## src/rtl/imem_pkg.sv

```systemverilog
// Shared encodings for the instruction-memory arbiter: FSM states, grant owner
// and the legal memory-latency window.
package imem_pkg;

  typedef enum logic [2:0] {
    IDLE,
    CMD,
    WAIT,
    CAPT,
    RESP
  } state_t;

  typedef enum logic {
    GNT_FETCH  = 1'b0,
    GNT_LOADER = 1'b1
  } gnt_t;

  localparam int MEM_LAT_MIN = 1;
  localparam int MEM_LAT_MAX = 4;

  function automatic bit mem_lat_ok(input int lat);
    return (lat >= MEM_LAT_MIN) && (lat <= MEM_LAT_MAX);
  endfunction

endpackage

```

## src/rtl/imem_arbiter.sv

```systemverilog
// Two-requester arbiter in front of a single-port instruction memory: fetch
// (read-only) and loader (read/write), one transaction in flight at a time.
module imem_arbiter
  import imem_pkg::*;
#(
  parameter int AW      = 32,
  parameter int DW      = 32,
  parameter int MEM_LAT = 1
) (
  input  logic            clk,
  input  logic            rst_n,
  input  logic            f_req_valid,
  output logic            f_req_ready,
  input  logic [AW-1:0]   f_req_addr,
  output logic            f_rsp_valid,
  input  logic            f_rsp_ready,
  output logic [DW-1:0]   f_rsp_data,
  output logic            f_rsp_err,
  input  logic            l_lock,
  input  logic            l_req_valid,
  output logic            l_req_ready,
  input  logic            l_req_we,
  input  logic [AW-1:0]   l_req_addr,
  input  logic [DW-1:0]   l_req_wdata,
  input  logic [DW/8-1:0] l_req_be,
  output logic            l_rsp_valid,
  input  logic            l_rsp_ready,
  output logic [DW-1:0]   l_rsp_data,
  output logic            l_rsp_err,
  output logic            m_en,
  output logic            m_we,
  output logic [AW-1:0]   m_addr,
  output logic [DW-1:0]   m_wdata,
  output logic [DW/8-1:0] m_be,
  input  logic [DW-1:0]   m_rdata,
  output logic            busy
);

  localparam logic [1:0] LAT_INIT = (MEM_LAT > 1) ? 2'(MEM_LAT - 2) : 2'd0;

  generate
    if (!mem_lat_ok(MEM_LAT) || (DW != 32)) begin : g_bad_param
      $error("imem_arbiter: MEM_LAT must be 1..4 and DW must be 32");
    end
  endgenerate

  state_t        state, state_n;
  gnt_t          last_grant, owner;
  logic [1:0]    lat_cnt;
  logic          we_q;
  logic          err_q;
  logic [DW-1:0] rsp_data;

  logic          grant_f, grant_l, acc, acc_we, acc_misal, rsp_ready;
  logic [AW-1:0] acc_addr;

  // Round-robin: on a tie the side that did not win last time goes first.
  always_comb begin
    grant_f = f_req_valid && !l_lock && (!l_req_valid || (last_grant == GNT_LOADER));
    grant_l = l_req_valid && !grant_f;
  end

  assign f_req_ready = rst_n && (state == IDLE) && grant_f;
  assign l_req_ready = rst_n && (state == IDLE) && grant_l;
  assign acc         = f_req_ready || l_req_ready;
  assign acc_addr    = grant_f ? f_req_addr : l_req_addr;
  assign acc_we      = grant_l && l_req_we;
  assign acc_misal   = (acc_addr[1:0] != 2'b00);
  assign rsp_ready   = (owner == GNT_FETCH) ? f_rsp_ready : l_rsp_ready;

  always_comb begin
    state_n = state;
    case (state)
      IDLE: if (acc) state_n = (!acc_we && acc_misal) ? RESP : CMD;
      CMD: begin
        if (we_q)              state_n = IDLE;
        else if (MEM_LAT == 1) state_n = CAPT;
        else                   state_n = WAIT;
      end
      WAIT: if (lat_cnt == 2'd0) state_n = CAPT;
      CAPT: state_n = RESP;
      RESP: if (rsp_ready) state_n = IDLE;
      default: state_n = IDLE;
    endcase
  end

  always_ff @(posedge clk or negedge rst_n) begin
    if (!rst_n) begin
      state      <= IDLE;
      last_grant <= GNT_LOADER;
      owner      <= GNT_FETCH;
      lat_cnt    <= 2'd0;
      we_q       <= 1'b0;
      err_q      <= 1'b0;
      rsp_data   <= '0;
      m_en       <= 1'b0;
      m_we       <= 1'b0;
      m_addr     <= '0;
      m_wdata    <= '0;
      m_be       <= '0;
    end else begin
      state <= state_n;
      m_en  <= (state_n == CMD);
      m_we  <= (state_n == CMD) && acc_we;
      if (acc) begin
        owner      <= grant_f ? GNT_FETCH : GNT_LOADER;
        last_grant <= grant_f ? GNT_FETCH : GNT_LOADER;
        we_q       <= acc_we;
        err_q      <= !acc_we && acc_misal;
        rsp_data   <= '0;
        // Memory-side outputs only move when an access is actually issued.
        if (state_n == CMD) begin
          m_addr <= {acc_addr[AW-1:2], 2'b00};
          m_be   <= acc_we ? l_req_be : '1;
          if (acc_we) m_wdata <= l_req_wdata;
        end
      end
      if (state == CMD)                         lat_cnt <= LAT_INIT;
      else if (state == WAIT && lat_cnt != 2'd0) lat_cnt <= lat_cnt - 2'd1;
      if (state == CAPT) rsp_data <= m_rdata;
    end
  end

  assign busy        = (state != IDLE);
  assign f_rsp_valid = (state == RESP) && (owner == GNT_FETCH);
  assign l_rsp_valid = (state == RESP) && (owner == GNT_LOADER);
  assign f_rsp_data  = rsp_data;
  assign l_rsp_data  = rsp_data;
  assign f_rsp_err   = f_rsp_valid && err_q;
  assign l_rsp_err   = l_rsp_valid && err_q;

endmodule

```

## config.mk

```make
export PLATFORM = sky130hd
export DESIGN_NAME = imem_arbiter
export DESIGN_NICKNAME = d
export VERILOG_FILES = /design/src/rtl/imem_pkg.sv /design/src/rtl/imem_arbiter.sv
export SDC_FILE = /design/constraint.sdc
export NUM_CORES = 1
export LEC_CHECK = 0
export ABC_AREA = 1
export CAP_MARGIN = 20
export CELL_PAD_IN_SITES_DETAIL_PLACEMENT = 1
export CELL_PAD_IN_SITES_GLOBAL_PLACEMENT = 2
export CORE_UTILIZATION = 20
export DETAILED_ROUTE_END_ITERATION = 6
export PLACE_DENSITY_LB_ADDON = 0.1
export SETUP_SLACK_MARGIN = 0.1
export SYNTH_ARGS = -nofsm -noshare
export SYNTH_HDL_FRONTEND = slang
export SYNTH_SLANG_ARGS = --single-unit
```

## constraint.sdc

```tcl
create_clock -name clk -period 1.9 [get_ports clk]
set_clock_uncertainty 0.05 [all_clocks]
set_input_delay 0.285 -clock clk [delete_from_list [all_inputs] [get_ports clk]]
set_output_delay 0.285 -clock clk [all_outputs]
set_load 0.01 [all_outputs]
```

==> results of run 1 <==
-- per-stage QoR --
| stage | setup TNS (ns) | std cells | hold slack (ns) | util | cell area (um2) |
|---|---|---|---|---|---|
| 6_report | 0 | 1222 | -0.02023 | 0.3485 | 8549 |
| 5_1_grt | 0 | 1222 | 0.03751 | 0.3485 | 8549 |
| 2_1_floorplan | 0 | 633 | -0.06059 | - | 5047 |
| 3_5_place_dp | -40.27 | 1195 | 0.4112 | 0.3283 | 8055 |
| 3_3_place_gp | -34.30 | 1195 | 0.4054 | 0.3283 | 8055 |
| 4_1_cts | 0 | 1216 | 0.03924 | 0.3437 | 8432 |
-- final cells by class --
class / instances / area share
timing repair buffer: 311 / 0.3684
clock buffer: 9 / 0.02634
inverter: 23 / 0.01010
clock inverter: 7 / 0.01068
tap: 324 / 0.04742
multi-input combinational: 439 / 0.2179
sequential: 109 / 0.3192
-- placed cells by master (no fill, tap or decap) --
| cell | netlist | routed |
|---|---|---|
| o21ai_0 | 6 | 6 |
| nand2_2 | 3 | 1 |
| inv_8 | 0 | 1 |
| nor2_1 | 7 | 4 |
| ha_1 | 1 | 1 |
| nand3_1 | 38 | 37 |
| dfrtp_1 | 108 | 108 |
| inv_2 | 1 | 3 |
| nand2_1 | 363 | 362 |
| nand4_1 | 5 | 5 |
| buf_12 | 0 | 9 |
| nor2_4 | 3 | 6 |
| dfstp_2 | 1 | 1 |
| dlygate4sd2_1 | 0 | 1 |
| a41oi_1 | 1 | 1 |
| clkinvlp_4 | 0 | 1 |
| bufinv_16 | 0 | 1 |
| clkbuf_16 | 0 | 10 |
| a21oi_4 | 1 | 1 |
| nor3_2 | 1 | 1 |
| buf_6 | 5 | 2 |
| nand3_2 | 2 | 3 |
| inv_1 | 22 | 20 |
| clkinv_4 | 0 | 1 |
| nor3_1 | 3 | 2 |
| nor2_2 | 0 | 1 |
| clkinv_8 | 0 | 1 |
| clkdlybuf4s50_1 | 0 | 270 |
| clkdlybuf4s15_2 | 0 | 2 |
| nand2_4 | 1 | 4 |
| clkbuf_2 | 0 | 1 |
| conb_1 | 1 | 2 |
| buf_2 | 24 | 2 |
| nor3_4 | 0 | 1 |
| inv_6 | 0 | 2 |
| buf_4 | 34 | 23 |
| or2_2 | 1 | 1 |
-- registers in the layout, summed over array words and instances, names as in the netlist --
register,flops
f_rsp_data,32
m_addr,30
we_q,1
owner,1
state,3
err_q,1
m_wdata,32
m_be,4
m_we,1
m_en,1
lat_cnt,2
last_grant,1
-- logic make-up after synthesis --
logic type	synth area share
fa+ha+maj	0.002480
flops	0.5411
other cells	0.0007435
compound gates	0.01092
simple gates	0.3421
buf+inv	0.1027
-- routing by layer --
layer  up-vias  track usage  routed length (um)
met1      2337       0.1773                8027
li1       2411            -                   -
met2       172       0.2458                8950
met5         -            0                  17
met3        14      0.04184                1295
met4         2      0.04331                 220
-- power groups by stage --
stage / Combinational [uW] / Sequential (uW) / Clock (uW)
after floorplan: 2200 / 4620 / 0
after global routing: 6740 / 4340 / 2230
after detailed placement: 6130 / 4240 / 0
final: 6160 / 4190 / 2050
after CTS: 6190 / 4220 / 2160
after global placement: 6060 / 4200 / 0
-- worst max-delay path: cells and delay by family, from the launching register on --
kind	cells	cell delay, ns
buffers and inverters	1	0.25
AND/OR/NAND/NOR	3	0.44
flip-flops	1	0.43
-- path summary, 6_finish.rpt --
kind / slack, ns / to / cells after the start
hold / removal: -0.02 / m_addr[4] / 2
setup / recovery: 0.11 / f_req_ready / 4
max in group asynchronous: 1.31 / m_addr[22] / 2
setup reg to reg: 0.21 / m_addr[16] / 9
hold reg to reg: 0.43 / m_addr[31] / 2
min in group clk: 0.36 / last_grant / 4
-- Yosys cell counts, drive strengths merged --
master / n
dfrtp: 108
nand2: 367
a21oi: 1
nor2: 10
conb: 1
a41oi: 1
ha: 1
o21ai: 6
dfstp: 1
buf: 63
nand4: 5
inv: 23
or2: 1
nand3: 40
nor3: 4
-- what timing repair did --
| action | in CTS | in global routing |
|---|---|---|
| setup endpoints to repair | 108 | 107 |
| pin swaps | 15 | 1 |
| resized for setup | 34 | 9 |
| buffers inserted | 4 | 5 |
| cloned | 1 | 1 |
==> results by group, run 1 <==
Clock network
  – CTS max path bufs: 2
  – CTS buffer count: 9
  – Num Clock Sinks: 109
  – Clock Root Buffer: clkbuf_16
  – H-tree depth: 3
  – Cts hold-fix bufs: 0
  – Clock Latency Late Sink: 0.35 ns
  – CTS tree: done
  – Reg clk slew, reported paths: 0.08 ns

Critical path
  – CP required: 1.56 ns
  – Critical Path Fanout Max: 4
  – Critical Path Source: state[0]
  – Crit path arrival time: 1.45 ns
  – Slowest-stage cell, CP: dfrtp_1
  – Startpoint types: register
  – Critical-path cell list: nor2_4 > nand3_2 > nor2_4 > clkdlybuf4s15_2
  – Largest stage delay, worst path: 0.43 ns
  – Worst Setup End Kind: output port
  – Critical R2R Launch: state[0]
  – Most frequent CP cell: nor2_4
  – CP Class: register to output port

Logic synthesis
  – Ys Warns: 0
  – Mapped Area: 5044 um2
  – Synth Instances: 632
  – Top post-synthesis cells by area: dfrtp_1 (54%), nand2_1 (27%), buf_4 (5.1%)
  – Sequential fraction of the synthesis area: 0.5411
  – Largest area contributor in the netlist: dfrtp_1
  – Mapped Avg Cell Area: 7.980 um2
  – Count of cell types in the netlist: 23
  – Top-area cell type share of the netlist area: 0.5358
  – Count of state elements after synthesis: 109

Run
  – Max-Cap Viols: 0

STA
  – Fmax: 559.0 MHz
  – Tightest Pin Transition: 0.6400 ns
  – Final hold violations: 31
  – Final period utilization: 0.9415
  – Final setup viols: 0
  – Worst Slack Setup Final: 0.1112 ns
  – Hold_ws: -0.02023 ns
  – Slew Viols, Final: 0
  – RSZ-0062 raised after global routing: true
  – Worst slew margin: 0.5733
  – Shortest period the worst path allows: 1.789 ns

Finish
  – Layout area overhead: 69.51%
  – FF/Latch Area: 2729 um2
  – Area of the multi-input gates: 1863 um2
  – Post-layout nets: 1034
  – Share of cells above drive strength 1: 0.08797
  – Fill cell count: 2877
  – Diode count: 0

Power
  – Int Pwr: 7895 uW
  – Design Power: 12400 uW
  – Combinational power share: 0.497
  – Leakage: 0.004138 uW
  – Sw Pwr: 4503 uW
  – Sw Share: 0.3632
  – IR drop worst, VDD: 0.0004835 V
  – Flop pwr share: 0.338
  – PwrDens: 1450 nW/um2
  – Power share of the clock group: 0.165

Detailed routing
  – Detailed-route vias per instance: 4.039
  – Detailed Route Iter0 Violations: 184
  – WL final: 18.51 mm
  – First-pass detailed-route iteration total: 4
  – Drt wl/cell: 15.15 um
  – Vias: 4936
  – Antenna viol nets, final: 0
  – # DRC: 0

Global routing
  – Largest net degree at the start of global routing: 110
  – Initial antenna violation count: 1
  – First-pass GRT wire length: 29.10 mm
  – Number of global-route vias before repair: 5147
  – Gr ovfl total: 0
  – Gr usage total: 0.1450

Status
  – Failing checks: negative hold slack
  – Status: complete, but fails checks

Floorplan
  – Starting density of the core: 0.2056
  – Die span in x: 160.8 um
  – Core Region: 24530 um2
  – Die height: 160.8 um
  – I/O pin count: 281
  – Row count: 57
  – Die ar.: 25860 um2

Place
  – HPWL Detailed: 13.34 mm
  – Place WS: -0.4410 ns
  – GPL Wtd Cong: 0.7633
  – PortBufs: 278

Min path
  – Tightest Hold Check Type: primary input to asynchronous set/reset pin
Note: power is estimated with default switching activity, not from simulation.
==> run 2, diff against run 1 <==
--- a/config.mk
+++ b/config.mk
@@ -6,12 +6,12 @@
 export NUM_CORES = 1
 export LEC_CHECK = 0
 export ABC_AREA = 1
-export CAP_MARGIN = 20
 export CELL_PAD_IN_SITES_DETAIL_PLACEMENT = 1
 export CELL_PAD_IN_SITES_GLOBAL_PLACEMENT = 2
+export CORE_MARGIN = 4
 export CORE_UTILIZATION = 20
 export DETAILED_ROUTE_END_ITERATION = 6
-export PLACE_DENSITY_LB_ADDON = 0.1
+export PLACE_DENSITY_LB_ADDON = 0.25
 export SETUP_SLACK_MARGIN = 0.1
 export SYNTH_ARGS = -nofsm -noshare
 export SYNTH_HDL_FRONTEND = slang
==> results by group, run 2 (synthesized netlist as in run 1, its figures left out) <==
Clock network
  – Clock Root Buffer: clkbuf_16
  – Cts hold-fix bufs: 0
  – CTS buffer count: 9
  – CTS max path bufs: 2
  – Reg clk slew, reported paths: 0.08 ns
  – H-tree depth: 3
  – Num Clock Sinks: 109
  – CTS tree: done
  – Clock Latency Late Sink: 0.35 ns

Finish
  – Final core utilization: 0.3493
  – Layout area overhead: 69.93%
  – Commonest cells after routing, fill and taps aside: nand2_1 (362), clkdlybuf4s50_1 (269), dfrtp_1 (108)
  – Most common cell after layout, fill and taps aside: nand2_1
  – Share of cells above drive strength 1: 0.09192
  – Post-layout nets: 1039
  – Layout Cells excl Fill: 1227
  – Fill cell count: 2920
  – Diode count: 0

Critical path
  – Critical-path cell list: clkdlybuf4s50_1 > buf_6 > inv_1 > nor2_4 > nand2_2 > inv_2 > buf_6
  – Reg2reg setup slack: 0.20 ns
  – R2R Path End: m_be[2]
  – Critical Path Fanout Max: 6
  – Worst Setup End Kind: output port
  – CP Class: primary input to output port
  – Critical R2R Launch: last_grant
  – CP required: 1.56 ns
  – Reg2Reg Depth: 10
  – Largest stage delay, worst path: 0.55 ns
  – Most frequent CP cell: buf_6
  – Slowest-stage cell, CP: clkdlybuf4s50_1
  – Crit path arrival time: 1.38 ns
  – Startpoint types: primary input

STA
  – Tightest Pin Transition: 0.6295 ns
  – Worst slew margin: 0.5804
  – Final period utilization: 0.9046
  – Slew Viols, Final: 0
  – RSZ-0062 raised after global routing: true
  – Final hold violations: 32
  – Worst Slack Setup Final: 0.1813 ns
  – Shortest period the worst path allows: 1.719 ns
  – Final TNS setup: 0 ns
  – Fmax: 581.8 MHz
  – Hold_ws: -0.02026 ns
  – Final setup viols: 0

Place
  – Place WS: -0.4396 ns
  – PortBufs: 278
  – GPL Wtd Cong: 0.7157
  – Placed Instances: 1206
  – HPWL Detailed: 14.05 mm

Detailed routing
  – # DRC: 0
  – Routed wl met2: 8.841 mm
  – WL final: 18.75 mm
  – Antenna viol nets, final: 0
  – Routed wl met3: 1.563 mm
  – Detailed Route Iter0 Violations: 227
  – Drt wl/cell: 15.28 um
  – Max Used Layer: met5
  – First-pass detailed-route iteration total: 4
  – Vias: 4825
  – Detailed-route vias per instance: 3.932
  – Met1 Routed Length: 8.107 mm

Floorplan
  – Core Region: 24530 um2
  – Die ar.: 27820 um2
  – Starting density of the core: 0.2056
  – Die span in x: 166.8 um
  – Die height: 166.8 um
  – I/O pin count: 281
  – Row count: 57

Global routing
  – First-pass GRT wire length: 29.41 mm
  – Gr usage total: 0.1331
  – Initial antenna violation count: 1
  – Largest net degree at the start of global routing: 110
  – Gr ovfl total: 0
  – Number of global-route vias before repair: 4861

Power
  – IR drop worst, VDD: 0.0005043 V
  – PwrDens: 1451 nW/um2
  – Leakage: 0.004175 uW

Status
  – Failing checks: negative hold slack
  – Status: complete, but fails checks

Min path
  – Tightest Hold Check Type: primary input to asynchronous set/reset pin

Run
  – Max-Cap Viols: 0
==> run 2: worst max-delay path by stage <==
stage | endpoint | slack, ns | cells past startpoint | from
6_report | l_req_ready | 0.18 | 7 | l_req_valid
5_1_grt | m_addr[9] | 0.08 | 10 | last_grant
4_1_cts | l_req_ready | 0.09 | 8 | last_grant
3_5_place_dp | f_rsp_data[9] | -0.44 | 9 | l_lock
3_3_place_gp | f_rsp_data[0] | -0.38 | 9 | l_lock
2_1_floorplan | l_req_ready | 0.33 | 9 | last_grant
==> run 2: cell type report <==
cell class,instances,area (um2),area share
timing repair buffer,316,3182,0.3712
clock buffer,10,239.0,0.02788
multi-input combinational,439,1846,0.2153
clock inverter,6,81.33,0.009489
inverter,23,88.84,0.01036
tap,324,405.4,0.04730
sequential,109,2729,0.3184
==> run 2: critical path: cells and delay by family <==
| family | cells | cell delay (ns) |
|---|---|---|
| and+or+nand+nor | 2 | 0.17 |
| buffers and inverters | 5 | 0.93 |
==> run 2: per-stage QoR <==
| step | cell area (um2) | power [uW] |
|---|---|---|
| 2_1_floorplan | 5047 | 6821 |
| 3_3_place_gp | 8150 | 10380 |
| 3_5_place_dp | 8150 | 10440 |
| 4_1_cts | 8486 | 12620 |
| 5_1_grt | 8571 | 13410 |
| 6_report | 8571 | 12440 |
==> run 2: repair_timing <==
action,CTS,global route
pin swaps,2,6
gates resized for setup,28,19
gates cloned,1,0
setup endpoints to repair,55,66
setup buffers,2,2
==> run 2: per-layer routing <==
metal	global-route usage	up-vias
met5	0	-
met4	0.03629	2
met3	0.04598	14
met2	0.2187	169
met1	0.1674	2218
li1	-	2422
==> run 2: where the power goes <==
part	switching, uW	internal [uW]	leakage [uW]
Sequential	703	3440	0.00139
Combinational	2800	3440	0.00263
Clock	969	1090	0.000156
Total	4470	7970	0.00417
==> run 3, diff against run 2 <==
--- a/config.mk
+++ b/config.mk
@@ -10,6 +10,7 @@
 export CELL_PAD_IN_SITES_GLOBAL_PLACEMENT = 2
 export CORE_MARGIN = 4
 export CORE_UTILIZATION = 20
+export CTS_BUF_LIST = sky130_fd_sc_hd__clkbuf_4 sky130_fd_sc_hd__clkbuf_8 sky130_fd_sc_hd__clkbuf_16
 export DETAILED_ROUTE_END_ITERATION = 6
 export PLACE_DENSITY_LB_ADDON = 0.25
 export SETUP_SLACK_MARGIN = 0.1
==> constraint.sdc (replaced) <==
create_clock -name clk -period 1.7 [get_ports clk]
set_clock_uncertainty 0.05 [all_clocks]
set_input_delay 0.255 -clock clk [delete_from_list [all_inputs] [get_ports clk]]
set_output_delay 0.255 -clock clk [all_outputs]
set_load 0.01 [all_outputs]
==> results by group, run 3 (synthesized netlist as in run 1, its figures left out) <==
STA
  – Shortest period the worst path allows: 1.685 ns
  – Final hold violations: 24
  – Worst slew margin: 0.5718
  – Tightest Pin Transition: 0.6423 ns
  – Final setup viols: 0
  – Fmax: 593.3 MHz
  – RSZ-0062 raised after global routing: true
  – Hold_ws: -0.02979 ns
  – Final period utilization: 0.9914
  – Final TNS setup: 0 ns
  – Slew Viols, Final: 0

Detailed routing
  – First-pass detailed-route iteration total: 4
  – WL final: 19.38 mm
  – # DRC: 0
  – Detailed-route vias per instance: 4.020
  – Vias: 4989
  – Drt wl/cell: 15.61 um
  – Detailed Route Iter0 Violations: 198
  – Antenna viol nets, final: 0

Power
  – Design Power: 13880 uW
  – PwrDens: 1539 nW/um2
  – IR drop worst, VDD: 0.0005064 V
  – Leakage: 0.005215 uW

Global routing
  – Number of global-route vias before repair: 4962
  – Largest net degree at the start of global routing: 110
  – Initial antenna violation count: 1
  – First-pass GRT wire length: 29.99 mm
  – Gr ovfl total: 0
  – Gr usage total: 0.1342

Floorplan
  – I/O pin count: 281
  – Die ar.: 27820 um2
  – Row count: 57
  – Starting density of the core: 0.2056
  – Die span in x: 166.8 um
  – Die height: 166.8 um
  – Core Region: 24530 um2

Critical path
  – Startpoint types: register
  – CP Class: register to output port
  – Critical Path Source: last_grant
  – Critical R2R Launch: last_grant
  – Critical Path Fanout Max: 4
  – CP required: 1.39 ns
  – Crit path arrival time: 1.38 ns
  – Worst Setup End Kind: output port

Finish
  – Share of cells above drive strength 1: 0.1812
  – Most common cell after layout, fill and taps aside: nand2_1
  – Commonest cells after routing, fill and taps aside: nand2_1 (295), clkdlybuf4s50_1 (145), dfrtp_1 (108)
  – FF/Latch Area: 2729 um2
  – Layout area overhead: 78.86%
  – Fill cell count: 2888
  – Area of the multi-input gates: 2110 um2
  – Post-layout nets: 1052

Status
  – Failing checks: negative hold slack
  – Status: complete, but fails checks

Clock network
  – CTS max path bufs: 2
  – CTS buffer count: 9
  – Cts hold-fix bufs: 0
  – Reg clk slew, reported paths: 0.07 ns
  – CTS tree: done
  – Num Clock Sinks: 109
  – Clock Root Buffer: clkbuf_16
  – H-tree depth: 3
  – Clock Latency Late Sink: 0.35 ns

Min path
  – Tightest Hold Check Type: primary input to asynchronous set/reset pin

Place
  – HPWL Detailed: 14.00 mm
  – PortBufs: 278
  – GPL Wtd Cong: 0.6969

Run
  – Max-Cap Viols: 0
## run 3: cell types whose count changed in the layout (fill, tap and decap cells not counted), sizes merged
cell	delta
clkinvlp	+1
diode	+1
clkbuf	+1
clkinv	-1
dlymetal6s2s	+48
buf	+13
dlygate4sd2	+75
clkdlybuf4s50	-124
## run 3: where the power goes
group	internal [uW]	leakage (uW)	switching, uW
combinational	3530	0.00367	3400
sequential	3850	0.00139	871
clock	1180	0.000148	1050
## run 3: metal layers
layer,global-route usage,routed length (um)
met5,0,0
met4,0.03415,189
met3,0.04219,1508
met2,0.2189,9248
met1,0.1738,8431
## run 3: final timing paths
kind	end	slack, ns	cells past startpoint
setup / recovery	l_req_ready	0.01	8
setup reg to reg	m_addr[25]	0.03	10
hold / removal	state[1]	-0.03	2
hold reg to reg	m_addr[2]	0.42	2
max in group asynchronous	m_addr[19]	1.14	2
min in group clk	last_grant	0.36	6
## run 3: repair_timing
| item | 4_1_cts | 5_1_grt |
|---|---|---|
| gates resized for setup | 129 | 144 |
| pin swaps | 7 | 13 |
| setup buffers | 10 | 4 |
| cloned | 1 | 4 |
| setup endpoints to repair | 176 | 154 |
## run 3: layout make-up
type                            instances  share of cell area
Clock buffer                           10             0.02580
Sequential cell                       109              0.3025
Antenna cell                            1           0.0002774
Timing Repair Buffer                  329              0.3746
Multi-Input combinational cell        439              0.2338
Clock inverter                          6            0.007906
Inverter                               23             0.01012
Tap cell                              324             0.04494
## run 3: stage by stage
step                      area, um2    util  setup slack, ns  instances
after floorplan                5047       -           0.1563        633
after global placement         8143  0.3319          -0.4807       1205
after detailed placement       8143  0.3319          -0.5189       1205
after CTS                      8491  0.3461         -0.02359       1232
after global routing           9019  0.3676         -0.06850       1240
final                          9021  0.3677          0.01464       1241
## run 3: worst max-delay path, cell delays in order, from the launching register on
cell and delay [ns]:
dfstp_2 0.53, inv_2 0.04, nand2_2 0.07, nand2_4 0.08, inv_4 0.07, nor2_4 0.03, nand2_2 0.06, inv_2 0.03
buf_6 0.11
